**config.mk**
```make
export PLATFORM = sky130hd
export DESIGN_NAME = seq_match_window_counter
export DESIGN_NICKNAME = d
export VERILOG_FILES = /design/src/rtl/seq_match_window_counter.sv
export SDC_FILE = /design/constraint.sdc
export NUM_CORES = 1
export LEC_CHECK = 0
export BUFFER_PORTS_ARGS = -buffer_cell sky130_fd_sc_hd__buf_4
export CORE_MARGIN = 10
export CORE_UTILIZATION = 47
export DETAILED_ROUTE_END_ITERATION = 7
export PLACE_DENSITY = 0.69
export RECOVER_POWER = 100
export SETUP_SLACK_MARGIN = 0.1
export SLEW_MARGIN = 30
export SYNTH_ARGS = -nofsm -noshare
export SYNTH_HDL_FRONTEND = slang
export SYNTH_SLANG_ARGS = --single-unit
export TNS_END_PERCENT = 100
```
**constraint.sdc**
```tcl
create_clock -name clck -period 2 [get_ports clck]
set_input_delay 0.4 -clock clck [delete_from_list [all_inputs] [get_ports clck]]
set_output_delay 0.4 -clock clck [all_outputs]
set_load 0.05 [all_outputs]
```
**src/rtl/seq_match_window_counter.sv**
```systemverilog
// Window match counter: groups the sampled bit stream into WIN_LEN-bit windows,
// counts 1001-detector matches per window and publishes each window's count on
// a valid/ready result port with alarm, saturation, truncation and drop flags.
//
// state    | meaning
// ---------+----------------------------------------------------------------
// ST_IDLE  | no window open; the next sample becomes bit 0 of a new window
// ST_RUN   | window open; samples accumulate, close at bit WIN_LEN-1 or on en=0
module seq_match_window_counter #(
   parameter int WIN_LEN = 16,
   parameter int CNT_W   = 8,
   parameter int THRESH  = 3
) (
   input  logic             clck,
   input  logic             rst,
   input  logic             en,
   input  logic             bit_vld,
   input  logic             det,
   output logic [CNT_W-1:0] res_cnt,
   output logic             res_vld,
   input  logic             res_rdy,
   output logic             res_alarm,
   output logic             res_sat,
   output logic             res_part,
   output logic             ovf,
   output logic             busy
);

   localparam int               IDX_W    = (WIN_LEN > 1) ? $clog2(WIN_LEN) : 1;
   localparam logic [IDX_W-1:0] LAST_IDX = IDX_W'(WIN_LEN - 1);
   localparam logic [CNT_W-1:0] CNT_MAX  = '1;
   localparam logic [CNT_W-1:0] THRESH_C = CNT_W'(THRESH);

   typedef enum logic {
      ST_IDLE = 1'b0,
      ST_RUN  = 1'b1
   } state_t;

   state_t             state_q, state_d;

   logic [IDX_W-1:0]   bit_idx_q, bit_idx_d;
   logic [CNT_W-1:0]   acc_q, acc_d;
   logic               acc_sat_q, acc_sat_d;

   logic [CNT_W-1:0]   res_cnt_q, res_cnt_d;
   logic               res_vld_q, res_vld_d;
   logic               res_alarm_q, res_alarm_d;
   logic               res_sat_q, res_sat_d;
   logic               res_part_q, res_part_d;
   logic               ovf_q, ovf_d;

   logic               sample;
   logic               win_close;
   logic               win_abort;
   logic [CNT_W-1:0]   acc_base;
   logic               sat_base;
   logic               at_max;
   logic [CNT_W-1:0]   acc_inc;
   logic               sat_inc;
   logic               pub_req;
   logic [CNT_W-1:0]   pub_cnt;
   logic               pub_sat;
   logic               pub_part;
   logic               load_ok;

   // State register.
   always_ff @(posedge clck) begin
      if (!rst) begin
         state_q <= ST_IDLE;
      end else begin
         state_q <= state_d;
      end
   end

   // Next-state logic: a sample opens a window, en falling closes it early.
   always_comb begin
      state_d = state_q;
      unique case (state_q)
         ST_IDLE: begin
            if (en && bit_vld) begin
               state_d = ST_RUN;
            end
         end
         ST_RUN: begin
            if (!en) begin
               state_d = ST_IDLE;
            end
         end
         default: state_d = ST_IDLE;
      endcase
   end

   // State-derived outputs.
   always_comb begin
      busy = (state_q == ST_RUN);
   end

   // Per-sample accumulation and window close/abort decode.
   always_comb begin
      sample    = en && bit_vld;
      // In IDLE the sample is bit 0, so accumulation restarts from zero.
      acc_base  = (state_q == ST_RUN) ? acc_q : '0;
      sat_base  = (state_q == ST_RUN) ? acc_sat_q : 1'b0;
      at_max    = (acc_base == CNT_MAX);
      acc_inc   = (det && !at_max) ? (acc_base + CNT_W'(1)) : acc_base;
      sat_inc   = sat_base | (det & at_max);
      // WIN_LEN >= 2, so the bit taken in IDLE can never be the closing bit.
      win_close = sample && (state_q == ST_RUN) && (bit_idx_q == LAST_IDX);
      win_abort = (state_q == ST_RUN) && !en;
      // A window that was just closed leaves bit_idx at 0: nothing to truncate.
      pub_req   = win_close || (win_abort && (bit_idx_q != '0));
      pub_cnt   = win_close ? acc_inc : acc_q;
      pub_sat   = win_close ? sat_inc : acc_sat_q;
      pub_part  = !win_close;
   end

   // Next values of the window accumulator.
   always_comb begin
      bit_idx_d = bit_idx_q;
      acc_d     = acc_q;
      acc_sat_d = acc_sat_q;
      if (win_abort || win_close) begin
         bit_idx_d = '0;
         acc_d     = '0;
         acc_sat_d = 1'b0;
      end else if (sample) begin
         bit_idx_d = bit_idx_q + IDX_W'(1);
         acc_d     = acc_inc;
         acc_sat_d = sat_inc;
      end
   end

   // Window accumulator registers.
   always_ff @(posedge clck) begin
      if (!rst) begin
         bit_idx_q <= '0;
         acc_q     <= '0;
         acc_sat_q <= 1'b0;
      end else begin
         bit_idx_q <= bit_idx_d;
         acc_q     <= acc_d;
         acc_sat_q <= acc_sat_d;
      end
   end

   // Result slot: load on publish if free or being consumed, otherwise drop and flag.
   always_comb begin
      res_cnt_d   = res_cnt_q;
      res_vld_d   = res_vld_q;
      res_alarm_d = res_alarm_q;
      res_sat_d   = res_sat_q;
      res_part_d  = res_part_q;
      ovf_d       = ovf_q;
      load_ok     = !res_vld_q || res_rdy;
      if (pub_req) begin
         if (load_ok) begin
            res_cnt_d   = pub_cnt;
            res_vld_d   = 1'b1;
            res_alarm_d = (pub_cnt >= THRESH_C);
            res_sat_d   = pub_sat;
            res_part_d  = pub_part;
         end else begin
            ovf_d = 1'b1;
         end
      end else if (res_vld_q && res_rdy) begin
         res_vld_d = 1'b0;
      end
   end

   // Result registers.
   always_ff @(posedge clck) begin
      if (!rst) begin
         res_cnt_q   <= '0;
         res_vld_q   <= 1'b0;
         res_alarm_q <= 1'b0;
         res_sat_q   <= 1'b0;
         res_part_q  <= 1'b0;
         ovf_q       <= 1'b0;
      end else begin
         res_cnt_q   <= res_cnt_d;
         res_vld_q   <= res_vld_d;
         res_alarm_q <= res_alarm_d;
         res_sat_q   <= res_sat_d;
         res_part_q  <= res_part_d;
         ovf_q       <= ovf_d;
      end
   end

   assign res_cnt   = res_cnt_q;
   assign res_vld   = res_vld_q;
   assign res_alarm = res_alarm_q;
   assign res_sat   = res_sat_q;
   assign res_part  = res_part_q;
   assign ovf       = ovf_q;

endmodule

```
==> run summary, run 1 <==
Synth async-reset ratio - 0%
Slowest CP cell - dfxtp_4
Synth cell types - 56
Number of I/O port buffers - 19
Drt wl/cell - 15.4 um
Min-delay worst type - in2reg
I/O pin total - 20
Pleak - 0.704 nW
Hold slack - 0.320 ns
Worst-Margin Slew - 0.612 ns
Flops & latches, synth - 27
Synth Flop Type - dfxtp_1
Clk network pwr share - 27.2%
Outcome - complete, no violations
H-tree levels - 1
Die Wd - 78.8 um
TritonCTS Buffers - 3
Synth top area share - 33.3%
1st-pass router iterations - 4
Post-Syn Area - 1620 um2
Crit-path cells - and2_4 > ha_4 > buf_4 > buf_4 > nand2_1 > nand4_2 > and2b_1 > a211oi_2 > nor4_1 > a21oi_1
Max Used Layer - met4
Starting DRT DRC Count - 155
Clk_skew - 0.0127 ns
CP most frequent cell - buf_4
Share of the clock period used by the worst path - 93.7%
Area of the multi-input gates - 1000 um2
Cell Int Power - 0.655 mW
Final ANT Viol Nets - 0
Met3 WL post-DR - 256 um
Combinational group share of total power - 10.5%
CP Class - reg2reg
DP HPWL - 2790 um
Syn Nets - 194
Worst path required time - 2.28 ns
Fin. Hold Viols - 0
Crit Path Max Fanout - 6
Final setup violation count - 0
Worst Path Buf+Inv - 2
Final net count - 217
Antenna Cells - 0
Placed Cells - 242
Number of vias per cell - 5.81
Initial antenna violation count - 0
Syn Area/Cell - 8.78 um2
EDFF count, synth - 0
Reg2reg setup slack - 0.13 ns
Clock Latency Late Sink - 0.33 ns
Power Density - 486 nW/um2
Worst Path Arrival - 2.16 ns
Largest cells by area after synthesis - dfxtp_1 33%, a21oi_1 5.5%, mux2i_1 5.5%, nand3_1 3.4%, nand2_1 3.2%
Crit-path max cell delay - 0.39 ns
Core Area - 3340 um2
Starting Density - 48.7%
GRT Util Overall - 11.6%
Max clock buf depth - 2
Layout Utilization - 54.7%
Synthesized instance count - 185
Routed met1 length - 1640 um
Post-route minimum period - 1.87 ns
Fraction of layout cells with a size suffix above 1 - 22.2%
Layout fillers - 327
DR vias - 1,469
Synthesis-to-layout area growth - 12.4%
RSZ-0062 raised after global routing - yes
# rows - 21
Die Y-Extent - 78.8 um
Max Slew Vio Count - 0
Switching share of total power - 26.1%
DRC viols - 0
Psw - 0.231 mW
Clock tree sinks - 27
Normalized max-slew margin - 59.4%
Storage element area - 547 um2
Commonest non-fill, non-tap cell in the layout - dfxtp_1
Layout Cells excl Fill - 253
Vias in the first global route - 1,356
Critical Path Source Type - flip-flop
Warnings, synthesis - 0
Largest net degree at the start of global routing - 17
GR Overflow Total - 0
Setup crit end kind - flip-flop
Full die area - 6210 um2
Area leader, netlist - dfxtp_1
Placer Congestion - 0.868
DR WL met2 - 1900 um
Commonest non-fill, non-tap cells in the layout - 24 x dfxtp_1, 18 x a21oi_1, 15 x clkbuf_1, 15 x buf_4, 14 x nand2_1
Drt total wl - 3880 um
# Max-Cap Violations - 0
Maximum clock rate - 534 MHz
Seq/Total Area, Yosys - 33.3%
Max VDD drop - 196 uV
Clock-pin slew on the worst setup and hold paths - 0.15 ns
Delay-heaviest family, CP - simple AND/OR/NAND/NOR gates
CTS tree - built
First-pass GRT wire length - 6100 um
Seq pwr share - 62.2%
Root Driver - clkbuf_4
[logic make-up after synthesis]
kind of cell,after synthesis,share of synthesized area [%]
AO/OA/AOI/OAI,52,22.7
XOR/XNOR,4,2.16
adder cells (fa/ha/maj),3,2.31
buffers and inverters,16,7.55
flip-flops,27,33.3
multiplexers,9,5.55
AND/OR/NAND/NOR,74,26.5
[metal layers]
layer / up-vias / track usage [%]
met5: - / 0
met4: 0 / 5.20
met3: 10 / 2.93
met2: 43 / 20.4
met1: 701 / 12.9
li1: 715 / -
[repair_timing]
| item | in CTS | in global routing |
|---|---|---|
| setup buffers | 2 | 5 |
| endpoints found under the hold margin | 0 | 0 |
| resized for setup | 1 | 4 |
| hold buffers | 0 | 0 |
| endpoints found under the setup margin | 3 | 8 |
| pin swaps | 1 | 3 |
[metrics by stage]
stage / setup TNS, ns / area [um2] / power [mW] / setup slack (ns)
2_1_floorplan: -0.0185 / 1680 / 0.629 / -0.0185
3_3_place_gp: 0 / 1790 / 0.655 / 0.151
3_5_place_dp: 0 / 1790 / 0.657 / 0.0694
4_1_cts: 0 / 1830 / 0.900 / 0.114
5_1_grt: 0 / 1830 / 0.927 / 0.0380
6_report: 0 / 1830 / 0.887 / 0.127
[layout make-up]
type | count | area share [%]
Tap cell | 46 | 3.15
Timing Repair Buffer | 31 | 9.87
Multi-Input combinational cell | 142 | 55.0
Sequential cell | 27 | 30.0
Inverter | 3 | 0.617
Clock buffer | 4 | 1.44
[path summary, 6_finish.rpt]
path / from / to / depth (start not counted)
max reg2reg: busy$_SDFF_PN0_ / res_alarm$_SDFFE_PN0P_ / 10
max: busy$_SDFF_PN0_ / res_alarm$_SDFFE_PN0P_ / 10
min reg2reg: acc_sat_q$_SDFFE_PP0N_ / acc_sat_q$_SDFFE_PP0N_ / 2
min: bit_vld / busy$_SDFF_PN0_ / 2
[cells in the mapped netlist, types with 4 or more instances]
library cell,count
o21ai_1,4
o21ai_0,6
mux2i_1,9
buf_4,4
nor2b_1,5
o211a_1,5
dfxtp_1,27
and2_1,5
a21oi_1,18
clkbuf_1,4
nor2_1,14
nand3_1,11
nand2_1,14
[registers in the layout, summed over array words and instances (netlist names)]
signal / count
acc_q: 8
acc_sat_q: 1
bit_idx_q: 4
busy: 1
ovf: 1
res_alarm: 1
res_cnt: 8
res_part: 1
res_sat: 1
res_vld: 1
[power groups by stage]
stage | Sequential [mW] | Combinational (mW) | Clock, mW
after global placement | 0.565 | 0.0906 | 0
final | 0.552 | 0.0935 | 0.241
after global routing | 0.554 | 0.101 | 0.272
after CTS | 0.552 | 0.0961 | 0.252
after detailed placement | 0.565 | 0.0921 | 0
after floorplan | 0.578 | 0.0512 | 0
No activity file was read; power rests on OpenSTA's default activity.
==> run 2, diff against run 1 <==
- ABC_AREA: not set -> 1
- CORE_UTILIZATION: 47 -> 51
- PLACE_DENSITY: 0.69 -> 0.75
- SKIP_CTS_REPAIR_TIMING: not set -> 1
==> run summary, run 2 <==
RSZ-0062 raised after global routing - no
Clock-pin slew on the worst setup and hold paths - 0.15 ns
Outcome - complete, no violations
Final ANT Viol Nets - 0
Full die area - 5600 um2
Clk network pwr share - 26.2%
Synthesized instance count - 234
# Max-Cap Violations - 0
Final setup violation count - 0
Critical Path Source Type - flip-flop
1st-pass router iterations - 4
Hold slack - 0.302 ns
Worst path required time - 2.25 ns
DR vias - 1,515
Delay-heaviest family, CP - simple AND/OR/NAND/NOR gates
Starting Density - 54.6%
Syn Nets - 243
Clock Latency Late Sink - 0.33 ns
Worst-Margin Slew - 0.604 ns
Slowest CP cell - dfxtp_4
Normalized max-slew margin - 59.9%
Setup crit end kind - flip-flop
Post-synth top cells - 55 x nand2_1, 37 x inv_1, 27 x dfxtp_1, 27 x nand3_1, 23 x nor2_1
CTS tree - built
EDFF count, synth - 0
DP Worst Slack - 0.0466 ns
Synthesis-to-layout area growth - 16.2%
Max Slew Vio Count - 0
Initial antenna violation count - 0
Cell with the most instances after synthesis - nand2_1
Area leader, netlist - dfxtp_1
Combinational group share of total power - 13.2%
TritonCTS Buffers - 3
DP HPWL - 2590 um
Fraction of layout cells with a size suffix above 1 - 16.0%
I/O pin total - 20
Power Density - 523 nW/um2
Worst Path Buf+Inv - 1
Pleak - 0.848 nW
Synth top area share - 35.3%
Clk_skew - 0.00194 ns
Max clock buf depth - 2
Core Area - 2810 um2
Post-Syn Area - 1530 um2
Max VDD drop - 374 uV
GR Overflow Total - 0
Flops & latches, synth - 27
DRC viols - 0
Worst Path Arrival - 2.09 ns
Final net count - 272
Antenna Cells - 0
Share of the clock period used by the worst path - 92.1%
Setup TNS - 0 ns
Synth async-reset ratio - 0%
Maximum clock rate - 543 MHz
Commonest non-fill, non-tap cell in the layout - nand2_1
# rows - 19
Largest cells by area after synthesis - dfxtp_1 35%, nand2_1 13%, inv_1 9.1%, nand3_1 8.8%, nor2_1 5.6%
Setup ws final - 0.157 ns
CP most frequent cell - nand2_1
Cell Int Power - 0.669 mW
Vias in the first global route - 1,349
Root Driver - clkbuf_4
Synth cell types - 28
Fin. Hold Viols - 0
Drt wl/cell - 12.4 um
Synth Flop Type - dfxtp_1
GRT Util Overall - 12.9%
Min-delay worst type - in2reg
Drt total wl - 3640 um
Die Y-Extent - 74.8 um
H-tree levels - 1
Commonest non-fill, non-tap cells in the layout - 53 x nand2_1, 35 x inv_1, 26 x nand3_1, 24 x dfxtp_1, 23 x nor2_1
Warnings, synthesis - 0
Reg2reg setup slack - 0.16 ns
Placer Congestion - 0.903
Layout fillers - 261
Layout Utilization - 63.5%
CP Class - reg2reg
Largest net degree at the start of global routing - 17
First-pass GRT wire length - 5920 um
Syn Area/Cell - 6.55 um2
Seq pwr share - 60.7%
Crit-path max cell delay - 0.40 ns
Number of vias per cell - 5.17
Switching share of total power - 28.3%
Crit-path cells - nand2_1 > inv_2 > ha_4 > nand2_2 > nor2_4 > nand3_4 > nand2_2 > nand2_1 > nand3_1 > nand2_1 > nand2_1 > nand2_1 > nor2_1 > a21oi_1
Seq/Total Area, Yosys - 35.3%
Die Wd - 74.8 um
Post-route minimum period - 1.84 ns
Crit Path Max Fanout - 8
Clock tree sinks - 27
Number of I/O port buffers - 19
Starting DRT DRC Count - 97
Psw - 0.264 mW
==> run 2: final timing paths <==
path                        start  cells past startpoint                endpoint
max               busy$_SDFF_PN0_                     14  res_alarm$_SDFFE_PN0P_
min                            en                      3         busy$_SDFF_PN0_
max reg2reg       busy$_SDFF_PN0_                     14  res_alarm$_SDFFE_PN0P_
min reg2reg  res_sat$_SDFFE_PN0P_                      2    res_sat$_SDFFE_PN0P_
==> run 2: per-layer routing <==
layer / up-vias / share of wire [%] / global-route usage [%]
met2: 41 / 46 / 22.3
met4: 0 / 2.9 / 3.36
li1: 795 / - / -
met3: 14 / 5.5 / 3.29
met1: 665 / 45 / 15.4
met5: - / 0 / 0
==> run 2: power by group through the flow <==
stage	registers (mW)	clock network (mW)	logic (mW)
finish	0.566	0.244	0.123
global route	0.568	0.268	0.137
CTS	0.569	0.247	0.117
detailed placement	0.580	0	0.117
global placement	0.580	0	0.117
floorplan	0.589	0	0.0720
==> run 2: cell families (layout without fill, tap and decap cells) <==
family                   count (synthesis)  count (layout)  synth area share (%)
buffers and inverters                   47              75                  12.5
flip-flops                              27              27                  35.3
XOR/XNOR                                 3               3                  1.71
AO/OA/AOI/OAI                           36              36                  12.8
AND/OR/NAND/NOR                        118             118                  35.3
adder cells (fa/ha/maj)                  3               3                  2.45
==> run 2: stage by stage <==
| stage | power, mW | cell area, um2 | std cells |
|---|---|---|---|
| finish | 0.932 | 1780 | 293 |
| global route | 0.973 | 1780 | 293 |
| CTS | 0.933 | 1730 | 284 |
| detailed placement | 0.697 | 1700 | 280 |
| global placement | 0.697 | 1700 | 280 |
| floorplan | 0.661 | 1540 | 234 |
==> run 2: area by class of cell <==
class | instances | area [um2] | share of cell area, %
inverter | 40 | 156 | 8.78
timing repair buffer | 30 | 173 | 9.69
tap | 31 | 38.8 | 2.18
timing repair inverter | 1 | 5.00 | 0.281
multi-input combinational | 160 | 832 | 46.7
clock buffer | 3 | 22.5 | 1.26
clock inverter | 1 | 5.00 | 0.281
sequential | 27 | 549 | 30.8
==> run 2: tightest hold or removal path, cell delays in order <==
cell,delay (ns)
buf_4,0.12
o21ai_0,0.06
nor2_1,0.04
==> run 3, diff against run 2 <==
- CORE_ASPECT_RATIO: not set -> 0.75
- CTS_CLUSTER_DIAMETER: not set -> 200
- PLACE_DENSITY: 0.75 -> not set
- PLACE_DENSITY_LB_ADDON: not set -> 0.08
==> run summary, run 3 (same netlist as run 2, synthesis figures left out) <==
Final net count - 272
Crit-path max cell delay - 0.43 ns
DRC viols - 0
Largest net degree at the start of global routing - 17
Max VDD drop - 474 uV
Post-DP Area - 1720 um2
Critical Path Source Type - flip-flop
Synthesis-to-layout area growth - 22.6%
Starting Density - 52.6%
Slowest CP cell - dfxtp_4
Crit Path Max Fanout - 8
Design Power - 1.02 mW
Fraction of layout cells with a size suffix above 1 - 20.6%
CTS tree - built
Seq pwr share - 55.8%
Drt wl/cell - 12.6 um
First-pass GRT wire length - 6040 um
GR Util met2 - 20.5%
Vias in the first global route - 1,333
Clock tree sinks - 27
Final setup violation count - 0
Pleak - 0.891 nW
Share of the clock period used by the worst path - 91.2%
Full die area - 5620 um2
Die Y-Extent - 67.5 um
Combinational group share of total power - 13.1%
Power Density - 542 nW/um2
Drt total wl - 3770 um
CP Class - reg2reg
Maximum clock rate - 548 MHz
Worst path required time - 2.18 ns
Post-route minimum period - 1.82 ns
Commonest non-fill, non-tap cell in the layout - nand2_1
Layout Utilization - 64.5%
DP HPWL - 2640 um
GRT Util Overall - 12.7%
Cell Int Power - 0.741 mW
Root Driver - clkbuf_8
Antenna Cells - 0
Max Slew Vio Count - 0
Switching share of total power - 27.3%
Psw - 0.278 mW
Clk_skew - 0.00693 ns
Placer Congestion - 0.804
Normalized max-slew margin - 59.7%
1st-pass router iterations - 4
Delay-heaviest family, CP - simple AND/OR/NAND/NOR gates
Commonest non-fill, non-tap cells in the layout - 44 x nand2_1, 35 x inv_1, 25 x dfxtp_1, 22 x nand3_1, 22 x nor2_1
Min-delay worst type - in2reg
Starting DRT DRC Count - 143
Worst Path Arrival - 2.00 ns
Worst-Margin Slew - 0.607 ns
H-tree levels - 1
Die Wd - 83.3 um
GRT busiest layer - met2
# Max-Cap Violations - 0
Worst Path Buf+Inv - 2
Post-layout instance area - 1880 um2
Clk network pwr share - 31.1%
Core Area - 2910 um2
Setup TNS - 0 ns
DR vias - 1,536
Met1 GRT Util - 16.8%
Clock Latency Late Sink - 0.28 ns
Crit-path cells - nand2_4 > inv_4 > ha_4 > nand2_4 > nor2_4 > nand3_4 > nand2_4 > inv_2 > nand2_2 > nand3_2 > nand2_2 > nand2_2 > nor2_2 > a21oi_1
Hold slack - 0.380 ns
# rows - 17
Fin. Hold Viols - 0
RSZ-0062 raised after global routing - yes
GR Overflow Total - 0
Max clock buf depth - 2
Outcome - complete, no violations
Number of I/O port buffers - 19
Final ANT Viol Nets - 0
Met3 Usage GRT - 3.37%
Initial antenna violation count - 0
Clock-pin slew on the worst setup and hold paths - 0.10 ns
I/O pin total - 20
TritonCTS Buffers - 3
Setup crit end kind - flip-flop
Number of vias per cell - 5.12
==> run 3: final timing paths <==
path	startpoint	to	slack, ns	cells after the start
max	busy$_SDFF_PN0_	res_alarm$_SDFFE_PN0P_	0.18	14
min	en	busy$_SDFF_PN0_	0.38	3
max reg2reg	busy$_SDFF_PN0_	res_alarm$_SDFFE_PN0P_	0.18	14
min reg2reg	res_sat$_SDFFE_PN0P_	res_sat$_SDFFE_PN0P_	0.47	2
==> run 3: area by class of cell <==
type / count / area [um2]
Multi-Input combinational cell: 160 / 902
Sequential cell: 27 / 546
Fill cell: 294 / 1030
Inverter: 40 / 161
Tap cell: 38 / 47.5
Timing Repair Buffer: 30 / 173
Timing Repair inverter: 1 / 5.00
Clock buffer: 4 / 45.0
==> run 3: metrics by stage <==
step           cells  setup WS, ns
2_1_floorplan    234         0.113
3_3_place_gp     288        0.0681
3_5_place_dp     288        0.0508
4_1_cts          292        0.0389
5_1_grt          300        0.0529
6_report         300         0.176
==> run 3: metal layers <==
metal | routed length, um | up-vias | share of wire [%]
met3 | 312 | 6 | 8.3
met1 | 1750 | 677 | 46
li1 | - | 799 | -
met2 | 1670 | 54 | 44
met4 | 43 | 0 | 1.1
met5 | 0 | - | 0
==> run 3: power by group through the flow <==
stage	clock (mW)	sequential, mW	combinational (mW)
6_report	0.317	0.569	0.133
5_1_grt	0.351	0.571	0.149
4_1_cts	0.327	0.568	0.120
3_5_place_dp	0	0.580	0.120
3_3_place_gp	0	0.580	0.120
2_1_floorplan	0	0.589	0.0720
==> run 3: worst register-to-register path: cells and delay by family (launching register included) <==
kind	cells	cell delay, ns
DFF	1	0.43
AOI/OAI and AO/OA	1	0.07
adders and majority gates	1	0.15
buffers and inverters	2	0.12
and+or+nand+nor	10	0.99
